==> src/rtl/if_fetch_ctrl.sv <==
// Instruction fetch controller: PC register, IF/ID register,
// BOOT/RUN/HALT sequencing, redirect and out-of-range handling.
module if_fetch_ctrl #(
  parameter logic [31:0] RESET_PC  = 32'h0000_0000,
  parameter int unsigned ROM_WORDS = 32
) (
  input  logic        clk,
  input  logic        reset,
  input  logic        stall,
  input  logic        redirect_valid,
  input  logic [31:0] redirect_pc,
  output logic [31:0] rom_addr,
  input  logic [31:0] rom_data,
  output logic [31:0] id_instr,
  output logic [31:0] id_pc_plus4,
  output logic        id_valid,
  output logic        halted,
  output logic        misalign_err,
  output logic [31:0] fetch_count
);

  typedef enum logic [1:0] {
    BOOT = 2'd0,
    RUN  = 2'd1,
    HALT = 2'd2
  } state_t;

  localparam logic [31:0] NOP = 32'h0000_0000;
  localparam logic [31:0] ROM_LIM = 32'(ROM_WORDS);

  state_t      state_q, state_d;
  logic [31:0] pc_q, pc_d;
  logic [31:0] instr_q, instr_d;
  logic [31:0] pcp4_q, pcp4_d;
  logic        valid_q, valid_d;
  logic        mis_q, mis_d;
  logic [31:0] cnt_q, cnt_d;

  logic [31:0] pc_plus4;
  logic        out_of_range;

  assign pc_plus4     = pc_q + 32'd4;
  assign out_of_range = {2'b00, pc_q[31:2]} >= ROM_LIM;

  // Next-state: redirect beats everything, then per-state behaviour
  always_comb begin
    state_d = state_q;
    pc_d    = pc_q;
    instr_d = instr_q;
    pcp4_d  = pcp4_q;
    valid_d = valid_q;
    mis_d   = mis_q;
    cnt_d   = cnt_q;
    if (redirect_valid) begin
      pc_d    = {redirect_pc[31:2], 2'b00};
      instr_d = NOP;
      valid_d = 1'b0;
      state_d = RUN;
      if (redirect_pc[1:0] != 2'b00) mis_d = 1'b1;
    end else begin
      unique case (state_q)
        BOOT: begin
          valid_d = 1'b0;
          state_d = RUN;
        end
        RUN: begin
          if (stall) begin
            state_d = RUN;
          end else if (out_of_range) begin
            instr_d = NOP;
            valid_d = 1'b0;
            state_d = HALT;
          end else begin
            instr_d = rom_data;
            pcp4_d  = pc_plus4;
            valid_d = 1'b1;
            pc_d    = pc_plus4;
            cnt_d   = cnt_q + 32'd1;
          end
        end
        HALT: begin
          instr_d = NOP;
          valid_d = 1'b0;
        end
        default: state_d = BOOT;
      endcase
    end
  end

  // State and pipeline register update, async active-low reset
  always_ff @(posedge clk or negedge reset) begin
    if (!reset) begin
      state_q <= BOOT;
      pc_q    <= RESET_PC;
      instr_q <= NOP;
      pcp4_q  <= 32'd0;
      valid_q <= 1'b0;
      mis_q   <= 1'b0;
      cnt_q   <= 32'd0;
    end else begin
      state_q <= state_d;
      pc_q    <= pc_d;
      instr_q <= instr_d;
      pcp4_q  <= pcp4_d;
      valid_q <= valid_d;
      mis_q   <= mis_d;
      cnt_q   <= cnt_d;
    end
  end

  assign rom_addr     = pc_q;
  assign id_instr     = instr_q;
  assign id_pc_plus4  = pcp4_q;
  assign id_valid     = valid_q;
  assign halted       = (state_q == HALT);
  assign misalign_err = mis_q;
  assign fetch_count  = cnt_q;

endmodule

==> config.mk <==
export PLATFORM = sky130hd
export DESIGN_NAME = if_fetch_ctrl
export DESIGN_NICKNAME = d
export VERILOG_FILES = /design/src/rtl/if_fetch_ctrl.sv
export SDC_FILE = /design/constraint.sdc
export NUM_CORES = 1
export LEC_CHECK = 0
export ABC_CLOCK_PERIOD_IN_PS = 5500
export BUFFER_PORTS_ARGS = -buffer_cell sky130_fd_sc_hd__buf_2
export CAP_MARGIN = 10
export CORE_UTILIZATION = 34
export CTS_CLUSTER_DIAMETER = 80
export DETAILED_ROUTE_END_ITERATION = 10
export SLEW_MARGIN = 20
export SYNTH_ARGS = -nofsm -noshare
export SYNTH_HDL_FRONTEND = slang
export SYNTH_SLANG_ARGS = --single-unit
==> constraint.sdc <==
create_clock -name clk -period 5.5 [get_ports clk]
set_input_delay 0.825 -clock clk [delete_from_list [all_inputs] [get_ports clk]]
set_output_delay 0.825 -clock clk [all_outputs]
set_load 0.005 [all_outputs]
* Word-level counts from Yosys, hierarchy flattened
Index checks and enable logic that the tools add are counted.
** Storage, ports and cells
- Flip-flop bits (word level) :: 132
- Input port bits :: 68
- Output and inout port bits :: 131
- Logic and storage cells :: 48
** Cells by class
- Add/sub/neg operators :: 2
- $lt $le $gt $ge :: 1
- Equality and inequality tests :: 7
- Mux-type cells :: 16
- Bitwise operators :: 3
- Reduce and logical (&&, ||, !) cells :: 12
** Operators with widths (count)
- $mux W32 :: 7
- $pmux W32 S2 :: 1
- $add A32 B1 Y32 const B :: 1
- $add A32 B3 Y32 const B :: 1
- $ge A30 B6 Y1 const B :: 1
- $reduce_and A2 Y1 :: 4
- $mux W2 :: 3
- $pmux W2 S3 :: 1
- $reduce_bool A3 Y1 :: 2
- $ne A2 B2 Y1 const B :: 2
- $ne A4 B4 Y1 const B :: 1
- $reduce_and A4 Y1 :: 1
- $reduce_bool A2 Y1 :: 2
- $mux W1 :: 3
- $ne A3 B3 Y1 const B :: 1
- $not A1 Y1 :: 3
- $reduce_and A3 Y1 :: 1
- $eq A2 B1 Y1 const B :: 1
- $eq A2 B2 Y1 const B :: 1
- $logic_not A2 Y1 :: 1
- $ne A2 B1 Y1 const B :: 1
- $pmux W1 S2 :: 1
- $reduce_or A2 Y1 :: 1

* Depth between registers and ports, before layout
Gate-level depths: netlist (run 1).
- Word-level depth :: 5
- Gate-level depth with buffers :: 7
- Depth with buffers taken out :: 6

* Worst setup path before layout (run 1)
Ideal clock, no wire load.
- Path kind :: input-to-reg
- From :: input port stall
- To :: register pcp4_q[2] (netlist: id_pc_plus4[2])
- Library setup time :: 0.125 ns
- Data arrival time :: 2.141 ns
- Required time :: 5.375 ns
- Path slack :: 3.234 ns
- Cell stages on the path :: 5
- Buffers on the path :: 1
- Path through :: nor3b_2 -> nand3_2 -> nor4_4 -> buf_4 -> mux2_2
** Between the ends
- Cells in the longest elaborated chain, start to end :: 2
** RTL lines
- start: declaration :: line 9 : input logic stall,
- $not A1 Y1 (no line)
- $reduce_and A4 Y1 (no line)
- end signal: assignment :: line 104 : pcp4_q <= pcp4_d;
- end: declaration :: line 34 : logic [31:0] pcp4_q, pcp4_d;
No other way between the ends.
A chain may end at the register's enable or synchronous reset.

* Final worst setup path (run 1)
- From :: register pc_q[15] (netlist: rom_addr[15])
- To :: register instr_q[4] (netlist: id_instr[4])
** Between the ends
- Cells in the longest elaborated chain, start to end :: 5
** RTL lines
- start: declaration :: line 32 : logic [31:0] pc_q, pc_d;
- start signal: assignment :: line 102 : pc_q <= pc_d;
- $ge A30 B6 Y1 :: line 43 : assign out_of_range = {2'b00, pc_q[31:2]} >= ROM_LIM;
- $mux W32 :: line 69 : end else if (out_of_range) begin
- $mux W32 :: line 67 : if (stall) begin
- $pmux W32 S2 :: line 61 : unique case (state_q)
- $mux W32 :: line 54 : if (redirect_valid) begin
- end signal: assignment :: line 103 : instr_q <= instr_d;
- end: declaration :: line 33 : logic [31:0] instr_q, instr_d;
No other way between the ends. The select of a mux whose other input is x is not followed.

==> results of run 1 <==
## state kept, by name, summed over array words and instances (netlist names)
register	flops
misalign_err	1
rom_addr	30
id_valid	1
state_q	2
id_pc_plus4	30
fetch_count	32
id_instr	32
## cell usage in the layout, fill, tap and decap left out, types with 12 or more instances in the layout
cell type	n
sky130_fd_sc_hd__buf_2	193
sky130_fd_sc_hd__dfrtp_1	128
sky130_fd_sc_hd__a22o_1	32
sky130_fd_sc_hd__mux2_2	27
sky130_fd_sc_hd__nand2_1	26
sky130_fd_sc_hd__nor2b_1	25
sky130_fd_sc_hd__xnor2_1	22
sky130_fd_sc_hd__nor2_1	19
sky130_fd_sc_hd__clkbuf_16	17
sky130_fd_sc_hd__xor2_1	16
sky130_fd_sc_hd__nor4_1	12
## cells by family after synthesis
family / Yosys count / synth area share (%)
AND/OR/NAND/NOR: 130 / 14.1
flip-flops: 128 / 62.5
AO/OA/AOI/OAI: 49 / 7.18
buffers and inverters: 30 / 2.76
multiplexers: 28 / 6.13
other: 1 / 0.0732
adder cells (fa/ha/maj): 3 / 0.732
XOR/XNOR: 38 / 6.49
## power groups by stage
stage	combinational [mW]	clock [mW]	sequential, mW
after floorplan	0.0487	0	1.00
after global placement	0.121	0	1.01
after detailed placement	0.123	0	1.01
after CTS	0.124	1.01	0.992
after global routing	0.137	1.06	0.995
final	0.121	0.983	0.992
## metal layers
metal / global-route usage, % / part of all wire, % / vias up
met5: 0 / 0 / -
met4: 7.70 / 1.4 / 0
met3: 6.23 / 8.5 / 15
met2: 26.3 / 47 / 149
met1: 21.5 / 43 / 1853
li1: - / - / 1814
## worst max-delay path: cells and delay by family (launching register included)
kind                   cells  cell delay [ns]
DFF                        1             0.40
buffers and inverters      2             0.79
and+or+nand+nor            3             1.44
AOI/OAI and AO/OA          1             0.18
## stage by stage
step	util (%)	setup WS (ns)	cells	cell area (sq um)
after detailed placement	42.8	2.17	770	6270
final	46.4	2.60	801	6790
after global placement	42.8	2.31	770	6270
after CTS	46.4	2.52	800	6790
after floorplan	-	3.23	410	5140
after global routing	46.4	2.33	801	6790
## path summary, 6_finish.rpt
kind,from,endpoint,slack [ns],cells past startpoint
setup / recovery,rom_addr[15],id_instr[4],2.60,6
hold / removal,reset,id_pc_plus4[22],0.42,1
setup reg to reg,rom_addr[15],id_instr[4],2.60,6
hold reg to reg,fetch_count[31],fetch_count[31],0.46,1
max in group asynchronous,reset,fetch_count[10],3.86,2
min in group clk,fetch_count[31],fetch_count[31],0.46,1
## cell type report
type	instances	area, sq um
fill	1397	7850
sequential	128	3200
multi-input combinational	252	1800
timing repair buffer	199	1010
clock buffer	24	482
tap	184	230
clock inverter	6	35.0
inverter	7	26.3
antenna	1	2.50
==> impl_metrics.yaml, run 1 <==
power_and_ir_drop:
  cellLeakagePower_nw: 3.60
  p_comb_share_pct: 5.8
  sw_power_mw: 0.469
  peakVddDrop_uv: 185
  power.clock.fraction_pct: 46.9
  switching_share_pct: 22.4
  part_of_the_power_in_registers_pct: 47.3
  cellPowerDensity_nw_per_um2: 309
  internal_power_mw: 1.63
  post-layout-total-power_mw: 2.10
synth:
  seq_area_frac_synth_pct: 62.5
  synth_area_sq_um: 5120
  post_synth_main_area_contributors: "sky130_fd_sc_hd__dfrtp_1 (63%), sky130_fd_sc_hd__mux2_2 (5.9%), sky130_fd_sc_hd__a22o_1 (5.5%)"
  synth_top_cell_area_share_pct: 62.5
  netlist_instances: 407
  yosysMostFrequentCell: "sky130_fd_sc_hd__dfrtp_1"
  synthArstFlopShare_pct: 100
  synthesis.area_per_instance_sq_um: 12.6
  synth.cells.most_frequent: "sky130_fd_sc_hd__dfrtp_1 (128), sky130_fd_sc_hd__a22o_1 (32), sky130_fd_sc_hd__mux2_2 (27)"
  synth-warning-count: 0
  ys_types: 33
  synth_ff_type: "sky130_fd_sc_hd__dfrtp_1"
  yosys.area.top_type: "sky130_fd_sc_hd__dfrtp_1"
  yosys_register_bits: 128
  edff_count_synth: 0
timing:
  setup_repair_after_global_routing_missed_its_margin: "false"
  fin_setup_tns_ns: 0
  final.hold.worst_slack_ns: 0.416
  layout_worst_path_cycle_share_pct: 52.7
  report.final.slew_viol_count: 0
  maxSlewHeadroom_pct: 43.7
  layout_min_cycle_time_ns: 2.90
  setup_viol: 0
  finalHoldViolations: 0
  max_clock_freq_mhz: 345
  tightest_slew_ns: 0.839
  final.setup_skew_ns: 0.00890
route:
  routed_wirelength_microns: 12400
  wire_per_inst_microns: 15.5
  antenna_violating_nets_post_route: 0
  initialDrtViolationCount: 185
  firstDrtPassIters: 9
  detail_route.drc_violations: 26
  viasPerCell: 4.78
  vias: 3831
finish:
  num-nets-final: 676
  flow.area_growth_from_synthesis_pct: 32.5
  layout-drive-gt1-share_pct: 41.9
grt:
  global_route.usage.total_pct: 17.1
  pin_count_of_the_biggest_net_entering_global_routing: 67
  global_route_wire_length_before_repair_microns: 20600
  grt-ovfl-total: 0
  vias_in_the_first_global_route: 3914
  antenna_violations_before_repair: 1
floorplanning:
  floorplan.rows: 44
  die_w_microns: 125
  design.portCount: 199
  fp.dieH_microns: 125
  core_area_sq_um: 14600
  initial_utilization_pct: 35.0
  die_area_sq_um: 15600
cts:
  cts_bufs_inserted: 17
  clk_slew_on_worst_s_h_paths_ns: 0.05
  clock_path_buffers: 2
  number_of_buffers_added_to_fix_hold_violations_after_cts: 0
  cts_resized: 0
  cts.sinks: 128
  cts_tree: "yes"
  cts_root_buf: "sky130_fd_sc_hd__clkbuf_16"
  worst_skew_pair.late_latency_ns: 0.41
  cts.repair_timing.setup_buffer_count: 0
  htree_num_levels: 4
critical_path:
  timing.critical_path.cells: "nor4_2 -> nand3_2 -> nor4_4 -> buf_4 -> buf_4 -> a22o_1"
  timing.critical_path.slowest_stage_cell: "sky130_fd_sc_hd__nor4_4"
  crit_path_most_repeated_cell: "sky130_fd_sc_hd__buf_4"
  crit_path_start_kind: "flop"
  worst-endpoint-arrival_ns: 3.25
  cp_slowest_stage_delay_ns: 0.75
  critical_path.max_fanout: 29
  critPathRequiredTime_ns: 5.84
  end_kind: "flop"
  critical_path_class: "flop to flop"
flow_run:
  cap_viol_max_count: 0
placed_design:
  place_hpwl_microns: 8790
  buffer_ports.inserted: 194
  gp_congestion: 0.752
hold_path:
  worst_hold_path_type: "primary input to asynchronous set/reset pin"
run_status:
  outcome: "complete, but fails checks"
  failing_checks: "design-rule violations"
(Power assumes the default switching activity.)
==> run 2: changes to the inputs <==
--- a/config.mk
+++ b/config.mk
@@ -5,7 +5,7 @@
 export SDC_FILE = /design/constraint.sdc
 export NUM_CORES = 1
 export LEC_CHECK = 0
-export ABC_CLOCK_PERIOD_IN_PS = 5500
+export ABC_CLOCK_PERIOD_IN_PS = 2830
 export BUFFER_PORTS_ARGS = -buffer_cell sky130_fd_sc_hd__buf_2
 export CAP_MARGIN = 10
 export CORE_UTILIZATION = 34
==> constraint.sdc (replaced) <==
create_clock -name clk -period 2.83 [get_ports clk]
set_input_delay 0.4245 -clock clk [delete_from_list [all_inputs] [get_ports clk]]
set_output_delay 0.4245 -clock clk [all_outputs]
set_load 0.005 [all_outputs]
==> impl_metrics.yaml, run 2 (synthesis results as in run 1) <==
cts:
  cts_tree: "yes"
  cts_bufs_inserted: 17
  cts_resized: 0
  number_of_buffers_added_to_fix_hold_violations_after_cts: 0
  cts_root_buf: "sky130_fd_sc_hd__clkbuf_16"
  clock_path_buffers: 2
  cts.sinks: 128
  clk_slew_on_worst_s_h_paths_ns: 0.06
  cts.repair_timing.setup_buffer_count: 0
  worst_skew_pair.late_latency_ns: 0.41
  htree_num_levels: 4
floorplanning:
  fp.dieH_microns: 125
  die_area_sq_um: 15600
  design.portCount: 199
  core_area_sq_um: 14600
  floorplan.rows: 44
  die_w_microns: 125
  initial_utilization_pct: 35.0
run_status:
  failing_checks: "design-rule violations, negative hold slack"
  outcome: "complete, but fails checks"
critical_path:
  critical_path.max_fanout: 10
  end_kind: "flop"
  crit_path_start_kind: "flop"
  worstRegToRegCells: 6
  r2r_end: "fetch_count[15]"
  timing.critical_path.cells: "nor4_1 -> and4_1 -> nand3_1 -> buf_4 -> nor3_1 -> xor2_1"
  timing.critical_path.slowest_stage_cell: "sky130_fd_sc_hd__nor4_1"
  reg2reg_setup_slack_ns: 0.56
  worstReg2RegStart: "rom_addr[18]"
  worst-endpoint-arrival_ns: 2.60
  cp_slowest_stage_delay_ns: 0.42
  critical_path_class: "flop to flop"
  critPathRequiredTime_ns: 3.16
  setup.worst_path.start: "rom_addr[18]"
route:
  antenna_violating_nets_post_route: 0
  firstDrtPassIters: 7
  wire_per_inst_microns: 15.4
  viasPerCell: 4.80
  detail_route.drc_violations: 26
  initialDrtViolationCount: 226
  vias: 3865
  routed_wirelength_microns: 12400
placed_design:
  buffer_ports.inserted: 194
  place_hpwl_microns: 9030
  dp_cells: 774
  gp_congestion: 0.811
finish:
  finalNonFillerCells: 806
  flow.area_growth_from_synthesis_pct: 34.1
  final_cell_mix: "sky130_fd_sc_hd__buf_2 (193), sky130_fd_sc_hd__dfrtp_1 (128), sky130_fd_sc_hd__a22o_1 (32)"
  final_core_area_utilization_pct: 46.9
  num-nets-final: 680
  layout-drive-gt1-share_pct: 43.1
  final_common_cell: "sky130_fd_sc_hd__buf_2"
  antenna_fix_cells: 0
timing:
  finalHoldViolations: 5
  setup_viol: 0
  layout_worst_path_cycle_share_pct: 80.2
  fin_setup_tns_ns: 0
  max_clock_freq_mhz: 440
  maxSlewHeadroom_pct: 59.5
  final.setup_skew_ns: 0.00729
  tightest_slew_ns: 0.607
  report.final.slew_viol_count: 0
  layout_min_cycle_time_ns: 2.27
  setup_repair_after_global_routing_missed_its_margin: "false"
  final.hold.worst_slack_ns: -0.0149
grt:
  vias_in_the_first_global_route: 3872
  global_route_wire_length_before_repair_microns: 20300
  global_route.usage.total_pct: 16.9
  pin_count_of_the_biggest_net_entering_global_routing: 67
  grt-ovfl-total: 0
  antenna_violations_before_repair: 0
flow_run:
  cap_viol_max_count: 0
power_and_ir_drop:
  peakVddDrop_uv: 368
  cellLeakagePower_nw: 3.64
  post-layout-total-power_mw: 4.18
  cellPowerDensity_nw_per_um2: 608
hold_path:
  worst_hold_path_type: "primary input to asynchronous set/reset pin"
## run 2: final cells by class
type | instances | area, sq um
Clock buffer | 21 | 480
Clock inverter | 11 | 80.1
Fill cell | 1406 | 7770
Inverter | 7 | 26.3
Multi-Input combinational cell | 252 | 1800
Sequential cell | 128 | 3200
Tap cell | 184 | 230
Timing Repair Buffer | 203 | 1060
## run 2: stage by stage
step / worst slack (ns) / cell area, sq um
2_1_floorplan: 0.905 / 5140
3_3_place_gp: 0.629 / 6310
3_5_place_dp: 0.566 / 6310
4_1_cts: 0.550 / 6870
5_1_grt: 0.395 / 6870
6_report: 0.560 / 6870
## run 2: critical path, delay by kind of cell (launching register included)
kind	cells	cell delay, ns
buffers and inverters	1	0.27
and+or+nand+nor	4	1.36
xor gates and xnor gates	1	0.17
DFF	1	0.39
## run 2: how the worst max path moves through the flow
stage	end	slack [ns]	cells past startpoint
floorplan	id_pc_plus4[2]	0.91	5
global placement	fetch_count[15]	0.63	6
detailed placement	fetch_count[15]	0.57	6
CTS	fetch_count[15]	0.55	6
global route	fetch_count[15]	0.39	6
finish	fetch_count[15]	0.56	6
## run 2: routing by layer
layer	wire length [microns]	track usage, %
met4	202	7.04
met5	0	0
met1	5530	21.5
met2	5690	25.7
met3	974	6.36
## run 2: report_power, final
| group | total, mW | switching (mW) | internal [mW] | leakage (nW) |
|---|---|---|---|---|
| Clock | 2.01 | 0.798 | 1.22 | 0.268 |
| Sequential | 1.93 | 0.0506 | 1.88 | 1.71 |
| Combinational | 0.242 | 0.124 | 0.118 | 1.66 |
==> run 3: changes to the inputs <==
--- a/config.mk
+++ b/config.mk
@@ -5,7 +5,8 @@
 export SDC_FILE = /design/constraint.sdc
 export NUM_CORES = 1
 export LEC_CHECK = 0
-export ABC_CLOCK_PERIOD_IN_PS = 2830
+export ABC_AREA = 1
+export ABC_CLOCK_PERIOD_IN_PS = 1950
 export BUFFER_PORTS_ARGS = -buffer_cell sky130_fd_sc_hd__buf_2
 export CAP_MARGIN = 10
 export CORE_UTILIZATION = 34
==> constraint.sdc (replaced) <==
create_clock -name clk -period 1.95 [get_ports clk]
set_input_delay 0.2925 -clock clk [delete_from_list [all_inputs] [get_ports clk]]
set_output_delay 0.2925 -clock clk [all_outputs]
set_load 0.005 [all_outputs]
==> impl_metrics.yaml, run 3 <==
route:
  initialDrtViolationCount: 335
  detail_route.drc_violations: 0
  routed_wirelength_microns: 16300
  vias: 5680
  wire_per_inst_microns: 13.0
  viasPerCell: 4.53
  firstDrtPassIters: 4
  topRoutingLayerUsed: "met4"
  antenna_violating_nets_post_route: 0
  met3_wirelength_microns: 952
  routed-wl-met2_microns: 7750
  post_route_met1_wirelength_microns: 7360
cts:
  clk_slew_on_worst_s_h_paths_ns: 0.05
  cts_tree: "yes"
  cts_resized: 0
  cts_bufs_inserted: 17
  cts_root_buf: "sky130_fd_sc_hd__clkbuf_16"
  cts.repair_timing.setup_buffer_count: 0
  worst_skew_pair.late_latency_ns: 0.41
  clock_path_buffers: 2
  htree_num_levels: 4
  number_of_buffers_added_to_fix_hold_violations_after_cts: 1
  cts.sinks: 128
run_status:
  outcome: "completed"
finish:
  antenna_fix_cells: 0
  final_design_area_no_fill_sq_um: 8060
  final_cell_mix: "sky130_fd_sc_hd__nand2_1 (362), sky130_fd_sc_hd__buf_2 (193), sky130_fd_sc_hd__dfrtp_1 (128)"
  fill_cells: 1833
  final_core_area_utilization_pct: 44.8
  layout-drive-gt1-share_pct: 24.5
  flow.area_growth_from_synthesis_pct: 29.3
  final_common_cell: "sky130_fd_sc_hd__nand2_1"
  num-nets-final: 1088
synth:
  netlist_instances: 818
  ys_types: 27
  seq_area_frac_synth_pct: 51.4
  synth_area_sq_um: 6230
  synth_top_cell_area_share_pct: 51.4
  synth-warning-count: 0
  synth_ff_type: "sky130_fd_sc_hd__dfrtp_1"
  yosys_register_bits: 128
  synthArstFlopShare_pct: 100
  yosysMostFrequentCell: "sky130_fd_sc_hd__nand2_1"
  edff_count_synth: 0
  yosys.area.top_type: "sky130_fd_sc_hd__dfrtp_1"
  synthesis.area_per_instance_sq_um: 7.61
  synth.cells.most_frequent: "sky130_fd_sc_hd__nand2_1 (362), sky130_fd_sc_hd__dfrtp_1 (128), sky130_fd_sc_hd__nor2_1 (102)"
  post_synth_main_area_contributors: "sky130_fd_sc_hd__dfrtp_1 (51%), sky130_fd_sc_hd__nand2_1 (22%), sky130_fd_sc_hd__nor2_1 (6.1%)"
placed_design:
  place_hpwl_microns: 11600
  dpl-instance-area_sq_um: 7470
  gp_congestion: 0.850
  buffer_ports.inserted: 194
  post-place-ws_ns: 0.284
power_and_ir_drop:
  cellPowerDensity_nw_per_um2: 795
  cellLeakagePower_nw: 4.55
  peakVddDrop_uv: 584
critical_path:
  crit_path_start_kind: "flop"
  end_kind: "primary output"
  worstReg2RegStart: "rom_addr[19]"
  setup.worst_path.start: "state_q[0]"
  critical_path.max_fanout: 5
  crit_end: "halted"
  worstRegToRegCells: 9
  reg2reg_setup_slack_ns: 0.28
  r2r_end: "fetch_count[26]"
  critPathRequiredTime_ns: 1.66
  worst-endpoint-arrival_ns: 1.44
  critical_path_class: "flop to primary output"
grt:
  vias_in_the_first_global_route: 5342
  grt-ovfl-total: 0
  global_route_wire_length_before_repair_microns: 26300
  pin_count_of_the_biggest_net_entering_global_routing: 58
  antenna_violations_before_repair: 0
  global_route.usage.total_pct: 18.1
timing:
  fin_setup_tns_ns: 0
  finalHoldViolations: 0
  layout_worst_path_cycle_share_pct: 88.8
  setup_repair_after_global_routing_missed_its_margin: "false"
  max_clock_freq_mhz: 577
  final.setup_skew_ns: 0.00761
  report.final.slew_viol_count: 0
  layout_min_cycle_time_ns: 1.73
  setup_slack_ns: 0.218
  setup_viol: 0
floorplanning:
  fp.dieH_microns: 137
  die_area_sq_um: 18900
  design.portCount: 199
  floorplan.rows: 49
  core_area_sq_um: 18000
  initial_utilization_pct: 34.7
  die_w_microns: 137
hold_path:
  hold_path_startpoint: "redirect_pc[24]"
  worst_hold_path_type: "primary input to flop"
flow_run:
  cap_viol_max_count: 0
run 3: kinds of logic after synthesis:
group | Yosys count | synth area share [%]
adder cells (fa/ha/maj) | 3 | 0.603
XOR/XNOR | 19 | 2.67
AND/OR/NAND/NOR | 568 | 37.9
other | 1 | 0.0602
flip-flops | 128 | 51.4
buffers and inverters | 92 | 6.71
AO/OA/AOI/OAI | 7 | 0.663
run 3: cell type report:
class	count	area, sq um	share of cell area [%]
clock buffers	21	460	5.72
flip-flops and latches	128	3200	39.8
clock inverters	7	113	1.40
repair buffers	211	1140	14.2
multi-input cells	601	2640	32.7
well taps	229	287	3.56
inverters	58	218	2.70
run 3: per-layer routing:
layer	GRT usage (%)	vias up
met5	0	-
met4	6.23	0
met3	4.89	14
li1	-	2910
met2	28.5	166
met1	23.7	2590
run 3: worst min path at each step:
stage	slack, ns	end	depth (start not counted)
6_report	0.08	rom_addr[24]	3
5_1_grt	0.07	rom_addr[14]	3
4_1_cts	0.06	rom_addr[21]	3
3_5_place_dp	0.16	id_pc_plus4[14]	1
3_3_place_gp	0.16	id_pc_plus4[12]	1
2_1_floorplan	-0.003	fetch_count[0]	0
run 3: metrics by stage:
stage	hold slack, ns	total power, mW	cells
finish	0.0819	6.40	1255
global route	0.0735	6.68	1255
CTS	0.0619	6.51	1255
detailed placement	0.157	3.31	1226
global placement	0.158	3.31	1226
floorplan	-0.00309	3.04	821
run 3: power breakdown:
group | switching (mW) | leakage [nW] | internal (mW)
combinational | 0.274 | 2.66 | 0.186
clock | 1.11 | 0.281 | 2.04
sequential | 0.0727 | 1.60 | 2.72
run 3: critical path, stage by stage, from the launching register on:
cell                      delay [ns]
sky130_fd_sc_hd__dfrtp_1        0.42
sky130_fd_sc_hd__nor2_1         0.40
sky130_fd_sc_hd__buf_2          0.22
